==> src/rtl/dspi_pkg.sv <==
// Shared encodings, FSM state type and default widths
// for the DSPI stream arbiter slice.
package dspi_pkg;

    localparam int DEF_DATA_WIDTH        = 512;
    localparam int DEF_STREAM_ID_NUM     = 16;
    localparam int DEF_CHUNK_ID_NUM      = 32;
    localparam int DEF_CHANNEL_ID_NUM    = 1024;
    localparam int DEF_STATE_WIDTH       = 32;
    localparam int DEF_INSTR_WIDTH       = 2;
    localparam int DEF_INSTR_PARAM_WIDTH = 16;
    localparam int DEF_TIMEOUT_CYCLES    = 256;

    localparam logic [1:0] INSTRUCTION_CMD_IDLE    = 2'd0;
    localparam logic [1:0] INSTRUCTION_CMD_REQUEST = 2'd1;
    localparam logic [1:0] INSTRUCTION_CMD_REWIND  = 2'd2;
    localparam logic [1:0] INSTRUCTION_CMD_RESET   = 2'd3;

    typedef enum logic [1:0] {
        ST_IDLE   = 2'd0,
        ST_GRANT0 = 2'd1,
        ST_GRANT1 = 2'd2
    } arb_state_e;

endpackage

==> src/rtl/dspi_timeout_counter.sv <==
// Idle-grant counter: clear wins over count, tc flags the
// last cycle before the limit is reached.
module dspi_timeout_counter #(
    parameter int LIMIT = 256
) (
    input  logic clk,
    input  logic rst,
    input  logic clear,
    input  logic enable,
    output logic tc
);

    localparam int W = $clog2(LIMIT + 1);

    logic [W-1:0] cnt_q, cnt_d;

    assign tc = (cnt_q == W'(LIMIT - 1));

    always_comb begin
        cnt_d = cnt_q;
        if (clear) begin
            cnt_d = '0;
        end else if (enable && !tc) begin
            cnt_d = cnt_q + 1'b1;
        end
    end

    always_ff @(posedge clk) begin
        if (rst) begin
            cnt_q <= '0;
        end else begin
            cnt_q <= cnt_d;
        end
    end

endmodule

==> src/rtl/dspi_stream_arbiter.sv <==
// Two-requester round-robin packet arbiter with registered
// forward path and downstream instruction routing.
module dspi_stream_arbiter
    import dspi_pkg::*;
#(
    parameter int DATA_WIDTH                  = DEF_DATA_WIDTH,
    parameter int STREAM_ID_NUM               = DEF_STREAM_ID_NUM,
    parameter int CHUNK_ID_NUM                = DEF_CHUNK_ID_NUM,
    parameter int CHANNEL_ID_NUM              = DEF_CHANNEL_ID_NUM,
    parameter int STATE_WIDTH                 = DEF_STATE_WIDTH,
    parameter int INSTRUCTION_WIDTH           = DEF_INSTR_WIDTH,
    parameter int INSTRUCTION_PARAMETER_WIDTH = DEF_INSTR_PARAM_WIDTH,
    parameter int TIMEOUT_CYCLES              = DEF_TIMEOUT_CYCLES,
    localparam int SW = $clog2(STREAM_ID_NUM),
    localparam int KW = $clog2(CHUNK_ID_NUM),
    localparam int CW = $clog2(CHANNEL_ID_NUM),
    localparam int IW = INSTRUCTION_WIDTH,
    localparam int PW = INSTRUCTION_PARAMETER_WIDTH
) (
    input  logic                   clk,
    input  logic                   rst,
    input  logic                   req0_Req,
    output logic                   req0_Grant,
    input  logic [DATA_WIDTH-1:0]  req0_Data,
    input  logic [1:0]             req0_Type,
    input  logic                   req0_Last,
    input  logic [SW-1:0]          req0_StreamID,
    input  logic [KW-1:0]          req0_ChunkID,
    input  logic [CW-1:0]          req0_ChannelID,
    input  logic [STATE_WIDTH-1:0] req0_State,
    input  logic                   req1_Req,
    output logic                   req1_Grant,
    input  logic [DATA_WIDTH-1:0]  req1_Data,
    input  logic [1:0]             req1_Type,
    input  logic                   req1_Last,
    input  logic [SW-1:0]          req1_StreamID,
    input  logic [KW-1:0]          req1_ChunkID,
    input  logic [CW-1:0]          req1_ChannelID,
    input  logic [STATE_WIDTH-1:0] req1_State,
    output logic [DATA_WIDTH-1:0]  out_Data,
    output logic [1:0]             out_Type,
    output logic                   out_Last,
    output logic [SW-1:0]          out_StreamID,
    output logic [KW-1:0]          out_ChunkID,
    output logic [CW-1:0]          out_ChannelID,
    output logic [STATE_WIDTH-1:0] out_State,
    input  logic [IW-1:0]          back_InstructionType,
    input  logic [SW-1:0]          back_InstructionStreamID,
    input  logic [CW-1:0]          back_InstructionChannelID,
    input  logic [PW-1:0]          back_InstructionParameter,
    output logic [IW-1:0]          req0_InstructionType,
    output logic [SW-1:0]          req0_InstructionStreamID,
    output logic [CW-1:0]          req0_InstructionChannelID,
    output logic [PW-1:0]          req0_InstructionParameter,
    output logic [IW-1:0]          req1_InstructionType,
    output logic [SW-1:0]          req1_InstructionStreamID,
    output logic [CW-1:0]          req1_InstructionChannelID,
    output logic [PW-1:0]          req1_InstructionParameter,
    output logic                   err_Timeout,
    output logic [15:0]            err_DropCount
);

    arb_state_e state_q, state_d;
    logic rr_q, rr_d;
    logic grant0_q, grant1_q;
    logic tmo_q, tmo_d;
    logic [15:0] drop_q, drop_d;

    logic [DATA_WIDTH-1:0]  out_data_q, out_data_d;
    logic [1:0]             out_type_q, out_type_d;
    logic                   out_last_q, out_last_d;
    logic [SW-1:0]          out_sid_q, out_sid_d;
    logic [KW-1:0]          out_kid_q, out_kid_d;
    logic [CW-1:0]          out_cid_q, out_cid_d;
    logic [STATE_WIDTH-1:0] out_st_q, out_st_d;

    logic [IW-1:0] i0_type_q, i0_type_d, i1_type_q, i1_type_d;
    logic [SW-1:0] i_sid_q;
    logic [CW-1:0] i_cid_q;
    logic [PW-1:0] i_par_q;

    logic g0, g1, cur, beat_v, fwd, cmd_reset, tmo_tc;
    logic b_last, own_req, oth_req;
    logic drop0, drop1;
    logic [16:0] drop_sum;

    assign g0        = (state_q == ST_GRANT0);
    assign g1        = (state_q == ST_GRANT1);
    assign cur       = g1;
    assign b_last    = cur ? req1_Last : req0_Last;
    assign own_req   = cur ? req1_Req : req0_Req;
    assign oth_req   = cur ? req0_Req : req1_Req;
    assign beat_v    = (g0 && req0_Type != 2'd0) || (g1 && req1_Type != 2'd0);
    assign cmd_reset = (back_InstructionType == IW'(INSTRUCTION_CMD_RESET));
    // A reset command abandons the packet unless this beat closes it.
    assign fwd       = beat_v && (!cmd_reset || b_last);

    dspi_timeout_counter #(
        .LIMIT (TIMEOUT_CYCLES)
    ) u_tmo (
        .clk    (clk),
        .rst    (rst),
        .clear  (!(g0 || g1) || beat_v || (state_d != state_q)),
        .enable (g0 || g1),
        .tc     (tmo_tc)
    );

    always_comb begin
        state_d    = state_q;
        rr_d       = rr_q;
        tmo_d      = tmo_q;
        out_type_d = 2'd0;
        out_last_d = out_last_q;
        out_data_d = out_data_q;
        out_sid_d  = out_sid_q;
        out_kid_d  = out_kid_q;
        out_cid_d  = out_cid_q;
        out_st_d   = out_st_q;
        unique case (state_q)
            ST_IDLE: begin
                if (req0_Req && req1_Req) begin
                    state_d = rr_q ? ST_GRANT1 : ST_GRANT0;
                end else if (req0_Req) begin
                    state_d = ST_GRANT0;
                end else if (req1_Req) begin
                    state_d = ST_GRANT1;
                end
            end
            ST_GRANT0, ST_GRANT1: begin
                if (beat_v) begin
                    if (b_last) begin
                        rr_d = ~cur;
                        if (oth_req) begin
                            state_d = cur ? ST_GRANT0 : ST_GRANT1;
                        end else if (!own_req) begin
                            state_d = ST_IDLE;
                        end
                    end
                end else if (tmo_tc) begin
                    state_d = ST_IDLE;
                    rr_d    = ~cur;
                    tmo_d   = 1'b1;
                end
            end
            default: state_d = ST_IDLE;
        endcase
        if (fwd) begin
            out_type_d = cur ? req1_Type : req0_Type;
            out_last_d = b_last;
            out_data_d = cur ? req1_Data : req0_Data;
            out_sid_d  = cur ? req1_StreamID : req0_StreamID;
            out_kid_d  = cur ? req1_ChunkID : req0_ChunkID;
            out_cid_d  = cur ? req1_ChannelID : req0_ChannelID;
            out_st_d   = cur ? req1_State : req0_State;
        end
        if (cmd_reset) begin
            state_d = ST_IDLE;
        end
    end

    assign drop0    = (req0_Type != 2'd0) && !g0;
    assign drop1    = (req1_Type != 2'd0) && !g1;
    assign drop_sum = {1'b0, drop_q} + 17'(drop0) + 17'(drop1);
    assign drop_d   = drop_sum[16] ? 16'hFFFF : drop_sum[15:0];

    always_comb begin
        i0_type_d = IW'(INSTRUCTION_CMD_IDLE);
        i1_type_d = IW'(INSTRUCTION_CMD_IDLE);
        if (cmd_reset) begin
            i0_type_d = back_InstructionType;
            i1_type_d = back_InstructionType;
        end else if (back_InstructionStreamID[SW-1]) begin
            i1_type_d = back_InstructionType;
        end else begin
            i0_type_d = back_InstructionType;
        end
    end

    always_ff @(posedge clk) begin
        if (rst) begin
            state_q    <= ST_IDLE;
            rr_q       <= 1'b0;
            grant0_q   <= 1'b0;
            grant1_q   <= 1'b0;
            tmo_q      <= 1'b0;
            drop_q     <= '0;
            out_type_q <= 2'd0;
            out_last_q <= 1'b0;
            i0_type_q  <= IW'(INSTRUCTION_CMD_IDLE);
            i1_type_q  <= IW'(INSTRUCTION_CMD_IDLE);
        end else begin
            state_q    <= state_d;
            rr_q       <= rr_d;
            grant0_q   <= (state_d == ST_GRANT0);
            grant1_q   <= (state_d == ST_GRANT1);
            tmo_q      <= tmo_d;
            drop_q     <= drop_d;
            out_type_q <= out_type_d;
            out_last_q <= out_last_d;
            i0_type_q  <= i0_type_d;
            i1_type_q  <= i1_type_d;
        end
    end

    // Payload and instruction fields are qualified by their type.
    always_ff @(posedge clk) begin
        out_data_q <= out_data_d;
        out_sid_q  <= out_sid_d;
        out_kid_q  <= out_kid_d;
        out_cid_q  <= out_cid_d;
        out_st_q   <= out_st_d;
        i_sid_q    <= back_InstructionStreamID;
        i_cid_q    <= back_InstructionChannelID;
        i_par_q    <= back_InstructionParameter;
    end

    assign req0_Grant    = grant0_q;
    assign req1_Grant    = grant1_q;
    assign out_Data      = out_data_q;
    assign out_Type      = out_type_q;
    assign out_Last      = out_last_q;
    assign out_StreamID  = out_sid_q;
    assign out_ChunkID   = out_kid_q;
    assign out_ChannelID = out_cid_q;
    assign out_State     = out_st_q;
    assign err_Timeout   = tmo_q;
    assign err_DropCount = drop_q;

    assign req0_InstructionType      = i0_type_q;
    assign req0_InstructionStreamID  = i_sid_q;
    assign req0_InstructionChannelID = i_cid_q;
    assign req0_InstructionParameter = i_par_q;
    assign req1_InstructionType      = i1_type_q;
    assign req1_InstructionStreamID  = i_sid_q;
    assign req1_InstructionChannelID = i_cid_q;
    assign req1_InstructionParameter = i_par_q;

endmodule

==> config.mk <==
export PLATFORM = sky130hd
export DESIGN_NAME = dspi_stream_arbiter
export DESIGN_NICKNAME = d
export VERILOG_FILES = /design/src/rtl/dspi_pkg.sv /design/src/rtl/dspi_timeout_counter.sv /design/src/rtl/dspi_stream_arbiter.sv
export SDC_FILE = /design/constraint.sdc
export NUM_CORES = 1
export LEC_CHECK = 0
export ABC_AREA = 1
export CORE_AREA = 2 2 707 709
export CTS_CLUSTER_DIAMETER = 100
export DETAILED_ROUTE_END_ITERATION = 12
export DIE_AREA = 0 0 709 711
export DONT_BUFFER_PORTS = 1
export MAX_ROUTING_LAYER = met4
export PLACE_DENSITY = 0.3
export SLEW_MARGIN = 20
export SYNTH_ARGS = -nofsm -noshare
export SYNTH_HDL_FRONTEND = slang
export SYNTH_HIERARCHICAL = 1
export SYNTH_SLANG_ARGS = --single-unit
==> constraint.sdc <==
create_clock -name clk -period 12.7 [get_ports clk]
set_clock_uncertainty 0.15 [all_clocks]
set_input_delay 0.635 -clock clk [delete_from_list [all_inputs] [get_ports clk]]
set_output_delay 0.635 -clock clk [all_outputs]
set_load 0.01 [all_outputs]
### After elaboration in Yosys (flattened, before gate mapping)

Index checks and enable logic that the tools add are counted.

| word-level totals | value |
|---|---|
| bits in registers | 631 |
| bits of input ports | 1168 |
| output and inout bits | 649 |
| word-level logic and storage cells | 88 |

| operators by class | value |
|---|---|
| reductions and logical operators | 26 |
| bitwise gates (word level) | 3 |
| add/subtract/negate cells | 3 |
| equality and inequality tests | 8 |
| multiplexer cells | 29 |

Operator list:

| kind | number |
|---|---|
| 512-bit 2-to-1 mux | 1 |
| 2-bit 2-to-1 mux | 16 |
| 32-bit 2-to-1 mux | 1 |
| 16-bit by 1-bit adder with 17-bit output | 1 |
| 17-bit by 1-bit adder with 17-bit output | 1 |
| 16-bit 2-to-1 mux | 1 |
| 10-bit 2-to-1 mux | 1 |
| 9-bit by 1-bit adder with 9-bit output (second input constant) | 1 |
| 9-bit by 8-bit equality test with 1-bit output (second input constant) | 1 |
| 1-bit logical AND | 7 |
| 2-bit equality test (second input constant) | 3 |
| 1-bit 2-to-1 mux | 6 |
| 3-bit AND reduction | 2 |
| 2-bit nonzero test | 3 |
| 2-bit OR reduction | 3 |
| 1-bit logical NOT | 5 |
| 1-bit logical OR | 5 |
| 5-bit 2-to-1 mux | 1 |
| 2-bit by 1-bit equality test with 1-bit output (second input constant) | 2 |
| 4-bit 2-to-1 mux | 1 |
| 2-bit one-hot mux with 2 select lines | 1 |
| 1-bit inverter | 3 |
| 2-bit logical NOT | 1 |
| 2-bit by 1-bit inequality test with 1-bit output (second input constant) | 1 |
| 2-bit inequality test | 1 |

### Longest topological paths before layout

Gate-level depths: netlist of the first run.

| logic depth | value |
|---|---|
| word-level depth | 11 |
| gate-level depth with buffers | 17 |
| mapped depth without buffers | 17 |

### Modules after synthesis

Netlist of the first run, hierarchy kept.

By module, submodules not included:

| module | area an instance (sq um) | instances | seq. area each (sq um) | cells each |
|---|---|---|---|---|
| dspi_stream_arbiter | 26025.0 | 1 | 18087.3 | 2636 |
| dspi_timeout_counter | 486.7 | 1 | 180.2 | 67 |

### Worst setup path before layout of the first run

OpenSTA, ideal clock, no wires.

| timing path | value |
|---|---|
| path type | reg-to-reg |
| start point | reg state_q[0] |
| end point | reg out_type_q[0], in the netlist out_Type[0] |
| setup slack | -0.370 ns |
| required time | 12.435 ns |
| stages on the path, launching flop included | 10 |
| clock period less this slack | 13.070 ns |
| data arrival time | 12.805 ns |
| setup time | 0.115 ns |
| buffers on the path | 1 |
| cell sequence | dfxtp_1 -> inv_1 -> ha_1 -> buf_4 -> o21ai_2 -> nand2_2 -> o21ai_0 -> inv_1 -> nand2_1 -> a21oi_1 |

| on the way | value |
|---|---|
| cells in the longest elaborated chain, start to end | 6 |
| elaborated cells on any way between the ends | 11 |
| those cells by class | eq/ne (2); mux (2); bitwise (1); reduce/logical (6) |

RTL lines:

| what | line | RTL |
|---|---|---|
| from (decl) | dspi_stream_arbiter.sv:63 | `arb_state_e state_q, state_d;` |
| from (signal assigned) | dspi_stream_arbiter.sv:192 | `state_q <= state_d;` |
| 2-bit equality test or 2-bit by 1-bit equality test with 1-bit output (tied branches) | dspi_stream_arbiter.sv:88, dspi_stream_arbiter.sv:87 |  |
| 1-bit 2-to-1 mux or 1-bit logical AND (tied branches) | dspi_stream_arbiter.sv:90, dspi_stream_arbiter.sv:93 |  |
| 1-bit logical OR (on tied branches) | dspi_stream_arbiter.sv:96, dspi_stream_arbiter.sv:93 |  |
| 1-bit logical AND (*) | dspi_stream_arbiter.sv:96 | `assign fwd = beat_v && (!cmd_reset \|\| b_last);` |
| named net fwd | dspi_stream_arbiter.sv:82 | `logic g0, g1, cur, beat_v, fwd, cmd_reset, tmo_tc;` |
| 1-bit inverter (no line) (*) | -- |  |
| 2-bit OR reduction (no line) (*) | -- |  |
| to (signal assigned) | dspi_stream_arbiter.sv:198 | `out_type_q <= out_type_d;` |
| to (decl) | dspi_stream_arbiter.sv:70 | `logic [1:0] out_type_q, out_type_d;` |

Mark *: on every way through the listed nets, which the timed path passes. The rest lies on a longest branch.
A chain may end at the register's enable or synchronous reset.

### Final worst setup path of the first run

| timing path | value |
|---|---|
| start point | reg state_q[0] |
| end point | reg out_data_q[146], in the netlist out_Data[146], enable pin |

| on the way | value |
|---|---|
| cells in the longest elaborated chain, start to end | 4 |
| elaborated cells on any way between the ends | 8 |
| those cells by class | eq/ne (2); mux (1); reduce/logical (5) |

RTL lines:

| what | line | RTL |
|---|---|---|
| 2-bit equality test or 2-bit by 1-bit equality test with 1-bit output (tied branches) | dspi_stream_arbiter.sv:88, dspi_stream_arbiter.sv:87 |  |
| 1-bit 2-to-1 mux or 1-bit logical AND (tied branches) | dspi_stream_arbiter.sv:90, dspi_stream_arbiter.sv:93 |  |
| 1-bit logical OR (on tied branches) | dspi_stream_arbiter.sv:96, dspi_stream_arbiter.sv:93 |  |
| 1-bit logical AND (*) | dspi_stream_arbiter.sv:96 |  |
| named net fwd | dspi_stream_arbiter.sv:82 |  |
| to (signal assigned) | dspi_stream_arbiter.sv:207 | `out_data_q <= out_data_d;` |
| to (decl) | dspi_stream_arbiter.sv:69 | `logic [DATA_WIDTH-1:0] out_data_q, out_data_d;` |

Marks and branches as above.

==> results of run 1 <==
## Yosys cell counts, drive strengths merged
master,n,share of area (%)
nor4,1,0.024
edfxtp,563,64
ha,8,0.38
a31oi,1,0.024
xor2,9,0.30
nor2,43,0.72
inv,34,0.48
o21ai,15,0.30
dfxtp,68,5.1
and2,1,0.024
xnor2,3,0.099
nor3b,1,0.028
a21oi,25,0.47
buf,39,1.0
nand3,21,0.45
fa,1,0.076
clkbuf,118,1.7
nand2,1742,25
nand4,1,0.024
o311a,1,0.038
a211oi,1,0.028
o21bai,2,0.071
nor3,5,0.13
## report_power, final
part           internal (mW)  total [mW]  switching [mW]
Clock                   1.48        2.61            1.13
Combinational          0.387       0.793           0.406
Sequential              2.46        2.68           0.228
## worst reg2reg max path: cells and delay by family (launching register included)
kind,cells,cell delay [ns]
adder cells (fa/ha/maj),1,0.53
AO/OA/AOI/OAI,2,0.33
AND/OR/NAND/NOR,1,0.12
buffers and inverters,6,3.22
flip-flops,1,0.36
## cell families (layout without fill, tap and decap cells)
kind of cell / after synthesis / in the layout / share of synthesized area, %
buffers and inverters: 191 / 1369 / 3.17
xor gates and xnor gates: 12 / 12 / 0.396
AOI/OAI and AO/OA: 45 / 45 / 0.930
other: 0 / 275 / 0
and+or+nand+nor: 1815 / 1815 / 26.1
adders and majority gates: 9 / 9 / 0.453
DFF: 631 / 631 / 68.9
## routing by layer
layer  global-route usage (%)  up-vias
met5                        -        -
met4                     5.27        0
met3                     10.7      726
met2                     21.0     2177
met1                     11.7    13200
li1                         -    11300
## state kept, by name, indices dropped and copies added (netlist names)
register                   count
req1_Grant                     1
out_ChunkID                    5
req1_InstructionType           2
req0_InstructionType           2
out_StreamID                   4
state_q                        2
out_Data                     512
req0_InstructionStreamID       4
err_Timeout                    1
out_Last                       1
req0_InstructionChannelID     10
req0_InstructionParameter     16
req0_Grant                     1
err_DropCount                 16
u_tmo/cnt_q                    9
rr_q                           1
out_Type                       2
out_ChannelID                 10
out_State                     32
## path summary, 6_finish.rpt
check / from / end / slack, ns / cells past startpoint
min: req1_Data[434] / out_Data[434]$_DFFE_PP_ / 0.05 / 2
min reg2reg: err_Timeout$_SDFFE_PP0P_ / err_Timeout$_SDFFE_PP0P_ / 0.36 / 2
max: state_q[0]$_SDFF_PP0_ / out_Data[146]$_DFFE_PP_ / 7.42 / 10
max reg2reg: state_q[0]$_SDFF_PP0_ / out_Data[146]$_DFFE_PP_ / 7.42 / 10
## layout make-up
class,instances,area [µm²]
clock buffer,116,2490
timing repair buffer,1171,11700
fill,57300,447000
multi-input combinational,1881,7420
inverter,34,139
sequential,631,18300
tap,6655,8330
clock inverter,48,438
antenna,275,688
## through the flow
| stage | setup WS, ns | area (µm²) |
|---|---|---|
| after global routing | 7.04 | 49500 |
| after detailed placement | 7.78 | 34400 |
| after CTS | 7.30 | 48800 |
| final | 7.42 | 49500 |
| after floorplan | 2.24 | 26500 |
| after global placement | 7.86 | 34400 |
==> results.md, run 1 <==
- Status: finished clean
- Worst-path cell with the longest stage delay: buf_4
- Post-DRT Antenna Nets: 0
- Power Dens Cells: 123 nW/µm²
- DR iter-0 viols: ~2600
- Metal1 wirelength: 109 mm
- DRT Pass-1 Iters: 6
- Post-Syn Area: 26500 µm²
- Top cell by count, worst path: buf_4
- CTS buffer count: 95
- Worst-path maximum fanout: between 70 and 80
- Top Family by Delay on Critical Path: buffers and inverters
- Rows: 259
- Die width: 709 µm
- Commonest non-fill, non-tap cells in the layout: nand2_1 (1736), dlygate4sd3_1 (1145), edfxtp_1 (563)
- Post-Layout Cell Count: 10800
- Io pins: 1817
- Worst path max stage delay: 0.81 ns
- IO Port Bufs: 0
- Routed WL per cell: approximately 32 µm
- CTS sink count: 631
- Worst Setup Start Kind: flop
- GP Congestion: roughly 1.1
- Commonest non-fill, non-tap cell in the layout: nand2_1
- Initial core utilization: under 10%
- Htree depth: 3
- CTS clock-pin slew for the worst setup and hold paths: 0.06 ns
- Crit path required time: 12.97 ns
- Crit path DAT: 5.54 ns
- Leak Pwr: approximately 17 nW
- Hold Crit Class: input pin to flop
- Critical path type: flop to flop
- First-pass GRT wire length: 397 mm
- CP bufs+invs: 6
- Met2 WL post-DR: 155 mm
- Fmax: 190 MHz
- Die Ht: 711 µm
- Root buffer cell: clkbuf_16
- Pin count of the biggest net entering global routing: 167
- Utilization after layout: 9.98%
- Synth cell types: 35
- Clk_lat worst skew: 0.87 ns
- Critical path, cell by cell: inv_1 > ha_4 > o21ai_2 > dlygate4sd3_1 > nand2_2 > o21ai_0 > clkinvlp_4 > buf_12 > buf_4 > buf_4
- Final Routed Wirelength: 341 mm
- Worst vdd ir: 0.111 mV
- Fin nets: 4991
- Buffer depth of the longest clock path: 4
- Top sig layer: met4
- Post-placement cell count: around 9200
- Setup repair bufs after CTS: 0
- Core ar.: approximately 500000 µm²
- Final cycle utilization of the critical path: 41.5%
- Post_cts resized: 0
- Max-cap check violation count: 0
- Tot GR Track Use: 13.3%
- Synth-to-layout area growth: 86.8%
- Vias: 27400
- Unrepaired setup endpoints after global routing: false
- Syn_area_per_cell: 9.81 µm²
- Syn nets: 3880
- Vias in the first global route: between 20000 and 30000
- Critical path endpoint category: flop
- Cts hold-fix bufs: 1145
- TritonCTS clock tree: done
- Tmin final: ~5.3 ns
- Vias/cell: 2.54
- Seq/Total Area, Yosys: approximately 69%
- Die Area: 504000 µm²
- Number of warnings issued by yosys: 6
- Initial antenna violation count: 452
- Fin. max-slew vios: 0
- Fin. Hold Viols: 0
- Final setup viols: 0
- Number of synthesized register bits: 631
- Share of cells above drive strength 1: 4.84%
- Total gr overflow: 0
- Least-Margin Pin Slew: roughly 1.1 ns
- DRC violation count after routing: 0
- Hold WS: just under 0.05 ns
- Power, Total: ~6.1 mW
- Met3 wire length: 59.9 mm
- Rel. slew slack: 25.2%
- HPWL after DPL: 301 mm
- Setup TNS: 0 ns
- Mapped Cells: 2703
No activity file was read; power rests on OpenSTA's default activity.
==> run 2: changes to the inputs <==
==> constraint.sdc (replaced) <==
create_clock -name clk -period 4.6 [get_ports clk]
set_clock_uncertainty 0.15 [all_clocks]
set_input_delay 0.23 -clock clk [delete_from_list [all_inputs] [get_ports clk]]
set_output_delay 0.23 -clock clk [all_outputs]
set_load 0.01 [all_outputs]
==> run 2 against run 1 <==
Compared with the run above:
- area after synthesis stayed put
- the run now fails in clock tree synthesis
- synthesized cell count unchanged
==> results.md, run 2 <==
- Status: stopped before the end
- Failed at: clock tree synthesis
- Stop err: [ERROR RSZ-0060] Max buffer count reached.
- Synth cell types: 35 (unchanged)
- Mapped Cells: 2703 (unchanged)
- Top-count cell post-synth: nand2_1
- Largest cells by area after synthesis: edfxtp_1 (64%), nand2_1 (25%), dfxtp_1 (5.1%)
- Rows: 259 (unchanged)
- CTS sink count: 631 (unchanged)
- Buffer depth of the longest clock path: 4 (unchanged)
- CTS buffer count: 102 (+7.4%)
- Post-synthesis mux area share: 0% (unchanged)
- GP Congestion: 1.02 (-11%)
- Post_cts resized: 0 (unchanged)
- Io pins: 1817 (unchanged)
- Seq/Total Area, Yosys: 68.9% (unchanged)
- Commonest cells post-synth: nand2_1 (1736), edfxtp_1 (563), clkbuf_1 (118)
- Die width: 709 µm (unchanged)
- Synth Area in Simple Gates: 26.1% (unchanged)
- Syn_area_per_cell: 9.81 µm² (unchanged)
- Adder-Cell Fraction of Synth Area: 0.453% (unchanged)
- Number of synthesized register bits: 631 (unchanged)
- HPWL after DPL: 310 mm (+3.2%)
- Setup repair bufs after CTS: 0 (unchanged)
- Htree depth: 3 (unchanged)
- Root buffer cell: clkbuf_16
- Number of warnings issued by yosys: 6 (unchanged)
- Cell Area, Placed: 34600 µm² (+0.71%)
- Post-Syn Area: 26500 µm² (unchanged)
- Synth top area share: 63.8% (unchanged)
- Predominant post-synthesis flop cell: edfxtp_1
- Post-Synth XOR/XNOR Area: 0.396% (unchanged)
- Cts hold-fix bufs: 1886 (+65%)
- Synth async-reset ratio: 0% (unchanged)
- Initial core utilization: 5.34% (unchanged)
- Largest area contributor in the netlist: edfxtp_1
- Compound-Gate Fraction of Synth Area: 0.930% (unchanged)
- IO Port Bufs: 0 (unchanged)
- Die Ht: 711 µm (unchanged)
- Largest family of logic cells by synthesized area: simple AND/OR/NAND/NOR gates
- Syn nets: 3880 (unchanged)
- Post-synth EDFFs: 563 (unchanged)
[run 2: cell counts after synthesis]
Identical to the previous run, type by type.
[run 2: cells by family after synthesis]
| logic type | after synthesis |
|---|---|
| AND/OR/NAND/NOR | 1815 |
| flip-flops | 631 |
| buffers and inverters | 191 |
| AO/OA/AOI/OAI | 45 |
| XOR/XNOR | 12 |
| adder cells (fa/ha/maj) | 9 |
[run 2: per-stage QoR]
step                TNS [ns]  hold WS [ns]  cells  worst slack (ns)
floorplan           -3058.23         0.108   2703             -5.42
global placement           0         0.108   9243             0.754
detailed placement         0         0.108   9244             0.852
==> run 3: changes to the inputs <==
--- a/config.mk
+++ b/config.mk
@@ -6,13 +6,11 @@
 export NUM_CORES = 1
 export LEC_CHECK = 0
 export ABC_AREA = 1
-export CORE_AREA = 2 2 707 709
-export CTS_CLUSTER_DIAMETER = 100
+export CORE_AREA = 2 2 704 706
 export DETAILED_ROUTE_END_ITERATION = 12
-export DIE_AREA = 0 0 709 711
+export DIE_AREA = 0 0 706 708
 export DONT_BUFFER_PORTS = 1
-export MAX_ROUTING_LAYER = met4
-export PLACE_DENSITY = 0.3
+export PLACE_DENSITY_LB_ADDON = 0.15
 export SLEW_MARGIN = 20
 export SYNTH_ARGS = -nofsm -noshare
 export SYNTH_HDL_FRONTEND = slang
==> constraint.sdc (replaced) <==
create_clock -name clk -period 6 [get_ports clk]
set_clock_uncertainty 0.15 [all_clocks]
set_input_delay 0.3 -clock clk [delete_from_list [all_inputs] [get_ports clk]]
set_output_delay 0.3 -clock clk [all_outputs]
set_load 0.01 [all_outputs]
==> run 3 against run 2 <==
Compared with the run above:
- the run now ends clean
==> results.md, run 3 (same netlist as run 1, synthesis figures left out) <==
- Status: finished clean
- Crit path DAT: 5.03 ns
- Cell Area, Placed: 34400 µm² (-0.78%)
- Worst vdd ir: 0.230 mV
- Core ar.: 492000 µm²
- Met2 Usage GRT: 23.4%
- Power, Total: around 14 mW
- Vias: 29500
- Final worst slack: between 1.5 and 2 ns
- GP Congestion: 0.918 (-10%)
- IO Port Bufs: 0 (unchanged)
- Vias/cell: 2.65
- Commonest non-fill, non-tap cell in the layout: dlygate4sd3_1
- Met3 Track Usage GR: 6.09%
- Global routing's busiest layer: met2
- Die Area: 500000 µm²
- Final cycle utilization of the critical path: about 73%
- Htree depth: 3 (unchanged)
- Die Ht: 708 µm (-0.42%)
- Fin nets: between 5000 and 6000
- Met1 usage: 14.6%
- Worst Setup Start Kind: flop
- Utilization after layout: 11.3%
- CTS sink count: 631 (unchanged)
- Rows: 258 (-0.39%)
- Hold Crit Class: input pin to flop
- First-pass GRT wire length: 414 mm
- Crit path required time: between 6 and 7 ns
- Tot GR Track Use: 13.3%
- Buffer depth of the longest clock path: 4 (unchanged)
- Total gr overflow: 0
- DRT Pass-1 Iters: 8
- Critical path endpoint category: flop
- Share of cells above drive strength 1: 4.72%
- Routed WL per cell: 31.2 µm
- Worst r2r path cells: 19
- Final Routed Wirelength: 347 mm
- Setup TNS: 0 ns
- Least-Margin Pin Slew: about 1.2 ns
- DRC violation count after routing: 0
- Tmin final: 4.37 ns
- CTS clock-pin slew for the worst setup and hold paths: 0.06 ns
- Final instance area: 55600 µm²
- CTS buffer count: 105 (+2.9%)
- Initial antenna violation count: 402
- Fin. Hold Viols: 0
- Max reg flops: a little over 500
- Max-cap check violation count: 0
- Clk_lat worst skew: 0.88 ns
- DR iter-0 viols: 1853
- Synth-to-layout area growth: 110%
- Dpl ws: 2.00 ns (+1.15 ns)
- Hold path cells: 2
- Unrepaired setup endpoints after global routing: false
- Critical path type: flop to flop
- Worst-path maximum fanout: 42
- Fin. max-slew vios: 0
- Fmax: between 200 and 250 MHz
- Final setup viols: 0
- Post-DRT Antenna Nets: 0
- Die width: 706 µm (-0.42%)
- Io pins: 1817 (unchanged)
- Commonest non-fill, non-tap cells in the layout: dlygate4sd3_1 (1770), nand2_1 (1734), edfxtp_1 (563)
- HPWL after DPL: 302 mm (-2.6%)
- Root buffer cell: clkbuf_16
- Pin count of the biggest net entering global routing: around 150
- TritonCTS clock tree: done
- Power Dens Cells: 253 nW/µm²
- Initial core utilization: 5.39% (+0.042 points)
- Rel. slew slack: between 10% and 20%
- Post_cts resized: 0 (unchanged)
- Vias in the first global route: 29600
- Leak Pwr: 20.2 nW
==> run 3: area by class of cell <==
type	instances	area, µm²
Inverter	34	141
Tap cell	6500	8130
Timing Repair Buffer	1807	18100
Multi-Input combinational cell	1881	7430
Sequential cell	631	18300
Antenna cell	102	255
Clock inverter	49	437
Clock buffer	135	2810
Fill cell	56600	437000
==> run 3: power breakdown <==
part           total [mW]  switching (mW)  internal (mW)  leakage, nW
clock                6.13            2.62           3.51         1.58
sequential           5.66           0.468           5.20         5.75
combinational        2.27            1.12           1.16         12.8
==> run 3: critical path, cell delays in order, from the launching register on <==
cell and delay [ns]:
dfxtp_4 0.39, inv_4 0.06, ha_4 0.31, inv_8 0.38
nand2_1 0.12, nand2_2 0.13, nand2_2 0.07, dlygate4sd3_1 0.62
nor2_1 0.12, nand2_1 0.06, nand2_1 0.08, nand2_1 0.06
nand2_2 0.07, dlygate4sd3_1 0.60, nand2_2 0.10, nand2_1 0.09
nand3_1 0.08, nor2_1 0.41, o21ai_0 0.16, a21oi_1 0.14
==> run 3: final timing paths <==
path	startpoint	slack [ns]	endpoint
setup / recovery	state_q[0]$_SDFF_PP0_	1.63	u_tmo/cnt_q[8]$_SDFFE_PP0P_
hold / removal	req1_Data[97]	0.04	out_Data[97]$_DFFE_PP_
setup reg to reg	state_q[0]$_SDFF_PP0_	1.63	u_tmo/cnt_q[8]$_SDFFE_PP0P_
hold reg to reg	u_tmo/cnt_q[4]$_SDFFE_PP0P_	0.37	u_tmo/cnt_q[4]$_SDFFE_PP0P_
==> run 3: metal layers <==
metal	share of wire [%]	vias to the layer above	wire length [µm]
met5	0.36	-	1240
met4	2.9	184	10200
met3	11	801	36900
met2	49	1802	169000
met1	37	14300	130000
li1	-	12400	-
==> run 3: what timing repair did <==
item,4_1_cts,5_1_grt
setup buffers,0,0
hold buffers,1771,0
endpoints found under the hold margin,631,0
==> run 3: per-stage QoR <==
stage               hold slack (ns)  instances
floorplan                     0.178       2703
global placement              0.178       9082
detailed placement            0.178       9082
CTS                        0.000700      11000
global route                 0.0419      11100
finish                       0.0375      11100
